**src/rtl/bus_pkg.sv**
```systemverilog
// bus_pkg: bus-cycle states, size/direction encodings and timeout default shared by master and responder
package bus_pkg;

    typedef enum logic [2:0] {
        IDLE,
        ARB,
        SETUP,
        STROBE,
        WAIT,
        TERM,
        RELEASE
    } bus_state_t;

    localparam logic SIZE_BYTE = 1'b0;
    localparam logic SIZE_WORD = 1'b1;

    localparam logic DIR_READ  = 1'b0;
    localparam logic DIR_WRITE = 1'b1;

    localparam int TIMEOUT_DEFAULT = 255;

endpackage

```
**src/rtl/byte_lane.sv**
```systemverilog
// byte_lane: data-strobe decode, write-lane replication and read-byte extraction
module byte_lane
    import bus_pkg::*;
(
    input  logic        size,
    input  logic        a0,
    input  logic [15:0] wdata,
    input  logic [15:0] bus_rdata,
    output logic        uds,
    output logic        lds,
    output logic [15:0] bus_wdata,
    output logic [15:0] rdata
);

    // even byte lives on the upper lane, odd byte on the lower lane
    assign uds       = (size == SIZE_WORD) || !a0;
    assign lds       = (size == SIZE_WORD) || a0;
    assign bus_wdata = (size == SIZE_BYTE) ? {wdata[7:0], wdata[7:0]} : wdata;
    assign rdata     = (size == SIZE_WORD) ? bus_rdata
                     : {8'h00, a0 ? bus_rdata[7:0] : bus_rdata[15:8]};

endmodule

```
**src/rtl/bus_master.sv**
```systemverilog
// bus_master: single-command bus master with arbitration, byte lanes, timeout and error handling
module bus_master
    import bus_pkg::*;
#(
    parameter int TIMEOUT = TIMEOUT_DEFAULT
) (
    input  logic        MCLK_IN,
    input  logic        RESET_IN,
    input  logic        REQ_IN,
    input  logic        REQ_WR_IN,
    input  logic        REQ_SIZE_IN,
    input  logic [23:0] REQ_ADDR_IN,
    input  logic [15:0] REQ_WDATA_IN,
    input  logic        BG_IN,
    input  logic        CPU_AS_IN,
    input  logic        DTACK_IN,
    input  logic        BERR_IN,
    input  logic [15:0] DATA_IN,
    output logic        BR,
    output logic        BGACK,
    output logic        AS,
    output logic        UDS,
    output logic        LDS,
    output logic        WR,
    output logic [23:0] ADDR,
    output logic [15:0] DATA_OUT,
    output logic        DATA_OE,
    output logic        ADDR_OE,
    output logic        BUSY,
    output logic        ACK,
    output logic        ERR,
    output logic [15:0] RDATA
);

    localparam int CW = $clog2(TIMEOUT + 1);

    bus_state_t      state_q, state_d;
    logic            wr_q, wr_d;
    logic            size_q, size_d;
    logic [23:0]     addr_q, addr_d;
    logic [15:0]     wdata_q, wdata_d;
    logic [15:0]     rdata_q, rdata_d;
    logic [CW-1:0]   cnt_q, cnt_d;
    logic            err_q, err_d;
    logic            own_q, own_d;

    logic            lane_uds, lane_lds;
    logic [15:0]     lane_wdata, lane_rdata;
    logic            strobe;

    byte_lane u_lane (
        .size      (size_q),
        .a0        (addr_q[0]),
        .wdata     (wdata_q),
        .bus_rdata (DATA_IN),
        .uds       (lane_uds),
        .lds       (lane_lds),
        .bus_wdata (lane_wdata),
        .rdata     (lane_rdata)
    );

    // state and command registers; reset drops ownership so the bus is released at once
    always_ff @(posedge MCLK_IN or posedge RESET_IN) begin
        if (RESET_IN) begin
            state_q <= IDLE;
            wr_q    <= DIR_READ;
            size_q  <= SIZE_BYTE;
            addr_q  <= '0;
            wdata_q <= '0;
            rdata_q <= '0;
            cnt_q   <= '0;
            err_q   <= 1'b0;
            own_q   <= 1'b0;
        end else begin
            state_q <= state_d;
            wr_q    <= wr_d;
            size_q  <= size_d;
            addr_q  <= addr_d;
            wdata_q <= wdata_d;
            rdata_q <= rdata_d;
            cnt_q   <= cnt_d;
            err_q   <= err_d;
            own_q   <= own_d;
        end
    end

    // next-state: command latch, arbitration, wait/timeout handling and release
    always_comb begin
        state_d = state_q;
        wr_d    = wr_q;
        size_d  = size_q;
        addr_d  = addr_q;
        wdata_d = wdata_q;
        rdata_d = rdata_q;
        cnt_d   = cnt_q;
        err_d   = err_q;
        own_d   = own_q;
        case (state_q)
            IDLE: begin
                if (REQ_IN) begin
                    wr_d    = REQ_WR_IN;
                    size_d  = REQ_SIZE_IN;
                    addr_d  = REQ_ADDR_IN;
                    wdata_d = REQ_WDATA_IN;
                    err_d   = (REQ_SIZE_IN == SIZE_WORD) && REQ_ADDR_IN[0];
                    state_d = err_d ? TERM : ARB;
                end
            end
            ARB: begin
                if (BG_IN && !CPU_AS_IN && !DTACK_IN) begin
                    own_d   = 1'b1;
                    state_d = SETUP;
                end
            end
            SETUP:  state_d = STROBE;
            STROBE: begin
                cnt_d   = '0;
                state_d = WAIT;
            end
            WAIT: begin
                if (BERR_IN) begin
                    err_d   = 1'b1;
                    state_d = TERM;
                end else if (DTACK_IN) begin
                    err_d   = 1'b0;
                    rdata_d = (wr_q == DIR_READ) ? lane_rdata : rdata_q;
                    state_d = TERM;
                end else if (cnt_q == CW'(TIMEOUT - 1)) begin
                    err_d   = 1'b1;
                    state_d = TERM;
                end else begin
                    cnt_d = cnt_q + CW'(1);
                end
            end
            TERM: state_d = RELEASE;
            RELEASE: begin
                if (!DTACK_IN && !BERR_IN) begin
                    own_d   = 1'b0;
                    state_d = IDLE;
                end
            end
            default: state_d = IDLE;
        endcase
    end

    assign strobe   = (state_q == STROBE) || (state_q == WAIT);
    assign BR       = (state_q == ARB);
    assign BGACK    = own_q;
    assign ADDR_OE  = own_q;
    assign AS       = strobe;
    assign UDS      = strobe && lane_uds;
    assign LDS      = strobe && lane_lds;
    assign WR       = own_q && (wr_q == DIR_WRITE);
    assign DATA_OE  = WR && (state_q inside {SETUP, STROBE, WAIT});
    assign ADDR     = own_q ? {addr_q[23:1], 1'b0} : '0;
    assign DATA_OUT = DATA_OE ? lane_wdata : '0;
    assign BUSY     = (state_q != IDLE);
    assign ACK      = (state_q == TERM) && !err_q;
    assign ERR      = (state_q == TERM) && err_q;
    assign RDATA    = rdata_q;

endmodule

```
**config.mk**
```make
export PLATFORM = sky130hd
export DESIGN_NAME = bus_master
export DESIGN_NICKNAME = d
export VERILOG_FILES = /design/src/rtl/bus_pkg.sv /design/src/rtl/byte_lane.sv /design/src/rtl/bus_master.sv
export SDC_FILE = /design/constraint.sdc
export NUM_CORES = 1
export LEC_CHECK = 0
export CAP_MARGIN = 10
export CORE_UTILIZATION = 25
export DETAILED_ROUTE_END_ITERATION = 8
export GPL_TIMING_DRIVEN = 1
export HOLD_SLACK_MARGIN = 0.05
export PLACE_DENSITY = 0.58
export SLEW_MARGIN = 20
export SYNTH_ARGS = -nofsm -noshare
export SYNTH_HDL_FRONTEND = slang
export SYNTH_HIERARCHICAL = 1
export SYNTH_SLANG_ARGS = --single-unit
export TNS_END_PERCENT = 50
```
**constraint.sdc**
```tcl
create_clock -name MCLK_IN -period 5.35 [get_ports MCLK_IN]
set_input_delay 1.07 -clock MCLK_IN [delete_from_list [all_inputs] [get_ports MCLK_IN]]
set_output_delay 1.07 -clock MCLK_IN [all_outputs]
set_load 0.01 [all_outputs]
```
==> Word-level counts from Yosys, hierarchy flattened <==
Cells that the tools add are included.
W data, S select, Z words.
{ "op_classes": {"addsub": 1, "eq_ne": 14, "mux": 25, "bitwise_logic": 2, "reduce_logical": 30} }
{ "ops": {"columns": ["operator", "n"], "rows": [
  ["$mux W16", 3],
  ["$mux W8", 4],
  ["$mux W24", 1],
  ["$mux W3", 7],
  ["$pmux W3 S7", 1],
  ["$pmux W8 S2", 1],
  ["$reduce_and A4 Y1", 3],
  ["$logic_and A1 B1 Y1", 10],
  ["$ne A2 B2 Y1 const B", 5],
  ["$eq A3 B3 Y1 const B", 3],
  ["$add A8 B1 Y8 const B", 1],
  ["$eq A8 B8 Y1 const B", 1],
  ["$eq A3 B2 Y1 const B", 2],
  ["$mux W1", 6],
  ["$reduce_and A3 Y1", 2],
  ["$reduce_bool A2 Y1", 3],
  ["$reduce_bool A3 Y1", 2],
  ["$logic_not A1 Y1", 5],
  ["$ne A4 B4 Y1 const B", 1],
  ["$pmux W1 S2", 2],
  ["$eq A3 B1 Y1 const B", 1],
  ["$logic_not A3 Y1", 1],
  ["$logic_or A1 B1 Y1", 3],
  ["$ne A2 B1 Y1 const B", 1],
  ["other kinds (2)", 3]
]} }
{ "word_totals": {"regBits": 71, "in_bits": 65, "output_inout_bits": 67, "elab_cells": 81} }

==> Longest topological paths before layout <==
{ "depth": {"depth_word": 5, "depth_mapped": 7, "depth_no_buf": 6} }

==> Hierarchy <==
Netlist, hierarchy kept.
{ "by_module_without_submodules": {"columns": ["module", "instances", "cells_per_inst", "area_each_um2", "seq_area_each_um2"], "rows": [
  ["bus_master", 1, 264, 3325.7, 1776.7],
  ["byte_lane", 1, 37, 376.6, 0.0]
]} }

==> Worst setup path after synthesis <==
No wires, ideal clock.
{ "synth_timing": {"path_type": "register -> output", "from": "register state_q[1]", "to": "output DATA_OUT[10]", "t_arrival_ns": 1.423, "required_time_ns": 4.280, "slack_ns": 2.857, "path_stages_with_launch": 5, "path_buffers": 1, "path_cell_list": "dfrtp_1 -> nor3b_4 -> o21a_1 -> clkbuf_1 -> and2_1"} }
{ "synth_via": {"elab_chain_len": 4, "word_cells_on_any_way": 6, "cone_classes": "3 x eq/ne; 1 x mux; 2 x reduce/logical"} }
{ "synth_rtl": {"columns": ["element", "line_no", "source"], "rows": [
  ["start: declaration", "bus_master.sv:37", "bus_state_t state_q, state_d;"],
  ["start signal: assignment", "bus_master.sv:75", "state_q <= state_d;"],
  ["$eq A3 B2 Y1 / $eq A3 B3 Y1 (equally long branches)", "bus_master.sv:154", "assign DATA_OE = WR && (state_q inside {SETUP, STROBE, WAIT});"],
  ["$reduce_bool A3 Y1 *", "bus_master.sv:154", null],
  ["$logic_and A1 B1 Y1 *", "bus_master.sv:154", null],
  ["net DATA_OE", "bus_master.sv:27", "output logic DATA_OE,"],
  ["$mux W16 *", "bus_master.sv:156", "assign DATA_OUT = DATA_OE ? lane_wdata : '0;"],
  ["end: declaration", "bus_master.sv:26", "output logic [15:0] DATA_OUT,"]
]} }
Mark *: on every way through the listed nets, which the timed path passes. The rest lies on a longest branch.

==> Final worst setup path <==
{ "layout_timing": {"from": "register own_q, in the netlist ADDR_OE", "to": "output DATA_OUT[3]"} }
{ "layout_via": {"elab_chain_len": 3} }
{ "layout_rtl": {"columns": ["element", "line_no", "source"], "rows": [
  ["start: declaration", "bus_master.sv:45", "logic own_q, own_d;"],
  ["start signal: assignment", "bus_master.sv:83", "own_q <= own_d;"],
  ["$logic_and A1 B1 Y1", "bus_master.sv:153", "assign WR = own_q && (wr_q == DIR_WRITE);"],
  ["$logic_and A1 B1 Y1", "bus_master.sv:154", null],
  ["$mux W16", "bus_master.sv:156", null]
]} }
Every way passes these cells.

==> run summary <==
Post-synth top cells - dfrtp_1 (71), mux2_2 (53), and2_1 (50)
Crit start category - register
Sequential cell area fraction in the yosys report - 48.0%
CTS tree - built
Yosys top cell area share - 48.0%
Total Power - 2.97 mW
Met3 Use GR - 5.68%
CP max stage cell - dfrtp_1
Maximum net fanout on the critical path - 28
Peak supply drop - 0.312 mV
DP Wirelength - 6210 microns
Most common cell in the netlist - dfrtp_1
CP cell instances - and2_1 > o21a_1 > and2_1 > clkdlybuf4s50_1
Synthesized flop and latch total - 71
Leak - 2.25 nW
Power Density - 555 mW/mm^2
Wire per inst - 14.4 microns
Post-CTS setup buffer count - 0
FF/Latch Area - 0.00178 sq mm
Multi-input gate area - 0.00172 sq mm
Crit path time final - 3.59 ns
Final number of hold-violating endpoints - 0
Setup violators final - 0
Data arrival, critical path - 2.52 ns
Post-route ant nets - 0
Post-CTS Hold Fix Bufs - 0
Maxcap violations - 0
Tightest Hold Check Type - reg -> reg
Synthesis Warnings - 6
Measured slew at the worst slew-check pin - 0.914 ns
Routed vias/inst - 4.33
Initial antenna violation count - 0
Initial drt markers - 68
Layout cells sized above 1 - 21.9%
Status - complete, no violations
Vias - 2639
DRC viols - 0
Initial core utilization - 25.6%
Finished Layout Cells - 609
Chip Height - 124 microns
WP data required - 4.28 ns
Global-route wire length before repair - 13800 microns
Gr ovfl total - 0
Clock latency on the worst-skew pair - 0.33 ns
Max-slew violations - 0
Post-synth EDFFs - 0
Row Count - 44
Cell area after synthesis - 0.00370 sq mm
# diodes - 0
Largest cells by area after synthesis - dfrtp_1 (48%), mux2_2 (16%), and2_1 (8.4%)
Htree depth - 3
Core Util, Final - 37.0%
Pre-CTS setup slack - 2.01 ns
M1 GR Usage - 14.0%
Crit Path Class - reg -> out
Post-Synthesis Cells - 301
Die area - 0.0153 sq mm
Cell accounting for the most synthesized area - dfrtp_1
Setup Skew - 0.00677 ns
Met2 Resource Use GR - 19.1%
Area growth syn-to-layout - 44.5%
Ys flop type - dfrtp_1
Root Driver - clkbuf_16
Core area - 0.0145 sq mm
PortBufs - 130
Crit. End Element - output pin
Largest net degree at the start of global routing - 43
Setup TNS - 0 ns
Synth Net Count - 368
Unrepaired setup endpoints after global routing - no
Syn Area/Cell - 12.3 sq um
Final WS setup - 1.76 ns
Relative slew slack - 39.1%
Post-synth cell types - 44
Max Buffers Root-to-Sink - 2
Post-CTS sizing - 0
Gr usage total - 11.9%
Synth async-reset ratio - 100%
Total CTS buffers - 9
Vias in the first global route - 2717
Cells after DPL - 593
DR pass1 iterations - 4
Layer with the highest usage - met2
Clk slew on worst S/H paths - 0.05 ns
Final WL - 8770 microns
Fillers - 1407
Tcrit/Tclk final - 67.1%
F_max - 279 MHz
Clock sink count - 71
Die width - 124 microns
# IOs - 132
Slowest cell delay on critical path - 0.80 ns
Worst path most repeated cell - and2_1
Final #Nets - 487
GP Congestion - 0.763
## report_power, final
part	switching (mW)	total (mW)	internal [mW]
registers	0.204	0.989	0.786
clock network	0.220	0.591	0.371
logic	0.502	1.39	0.888
total	0.925	2.97	2.04
## state kept, by name (all words and copies together), names as in the netlist
signal / count
err_q: 1
addr_q: 24
wdata_q: 16
size_q: 1
wr_q: 1
RDATA: 16
ADDR_OE: 1
state_q: 3
cnt_q: 8
## logic make-up after synthesis
group	share of synthesized area (%)
flip-flops	48.0
other	0.101
AO/OA/AOI/OAI	4.53
multiplexers	24.7
adder cells (fa/ha/maj)	0.676
AND/OR/NAND/NOR	16.1
XOR/XNOR	0.237
buffers and inverters	5.64
## metal layers
layer	routed length (microns)	vias up
met5	0	-
met4	154	0
met3	769	10
met2	4080	91
met1	3760	1266
li1	-	1272
## cells in the final DEF, fill, tap and decap left out, types with 2 or more instances in the layout
| master | n |
|---|---|
| a21o_1 | 2 |
| ha_1 | 2 |
| clkinv_2 | 3 |
| mux2_4 | 19 |
| nand3_1 | 9 |
| or3_1 | 3 |
| inv_1 | 3 |
| nand2b_1 | 2 |
| and3_1 | 2 |
| o21ai_0 | 9 |
| clkbuf_1 | 2 |
| or2b_1 | 2 |
| dfrtp_1 | 71 |
| nand2_1 | 13 |
| clkdlybuf4s50_1 | 130 |
| and2_1 | 50 |
| o21a_1 | 2 |
| o211ai_1 | 5 |
| mux2_1 | 3 |
| buf_4 | 2 |
| mux2_2 | 53 |
| clkbuf_16 | 9 |
| nor2_1 | 5 |
## layout make-up
class	instances	share of cell area, %
clock inverter	4	0.842
inverter	4	0.281
clock buffer	12	4.61
tap	184	4.30
multi-input combinational	202	32.2
timing repair buffer	132	24.6
sequential	71	33.2
## worst max-delay path, delay by kind of cell (launching register included)
| kind | cells | cell delay, ns |
|---|---|---|
| compound gates | 1 | 0.40 |
| buf+inv | 1 | 0.55 |
| flops | 1 | 0.80 |
| simple gates | 2 | 0.43 |
## stage by stage
stage          hold WS (ns)  area [sq um]
2_1_floorplan         0.450          3700
3_3_place_gp          0.460          5060
3_5_place_dp          0.471          5060
4_1_cts               0.485          5350
5_1_grt               0.515          5350
6_report              0.480          5350
## worst paths after layout
kind | to | cells after the start | startpoint | slack (ns)
min in group asynchronous | RDATA[1] | 2 | RESET_IN | 1.17
max reg2reg | addr_q[1] | 4 | state_q[2] | 2.80
max in group asynchronous | addr_q[4] | 3 | RESET_IN | 3.19
min | addr_q[19] | 1 | addr_q[19] | 0.48
max | DATA_OUT[3] | 4 | ADDR_OE | 1.76
min reg2reg | addr_q[19] | 1 | addr_q[19] | 0.48
Power figures use the tool's default switching activity.
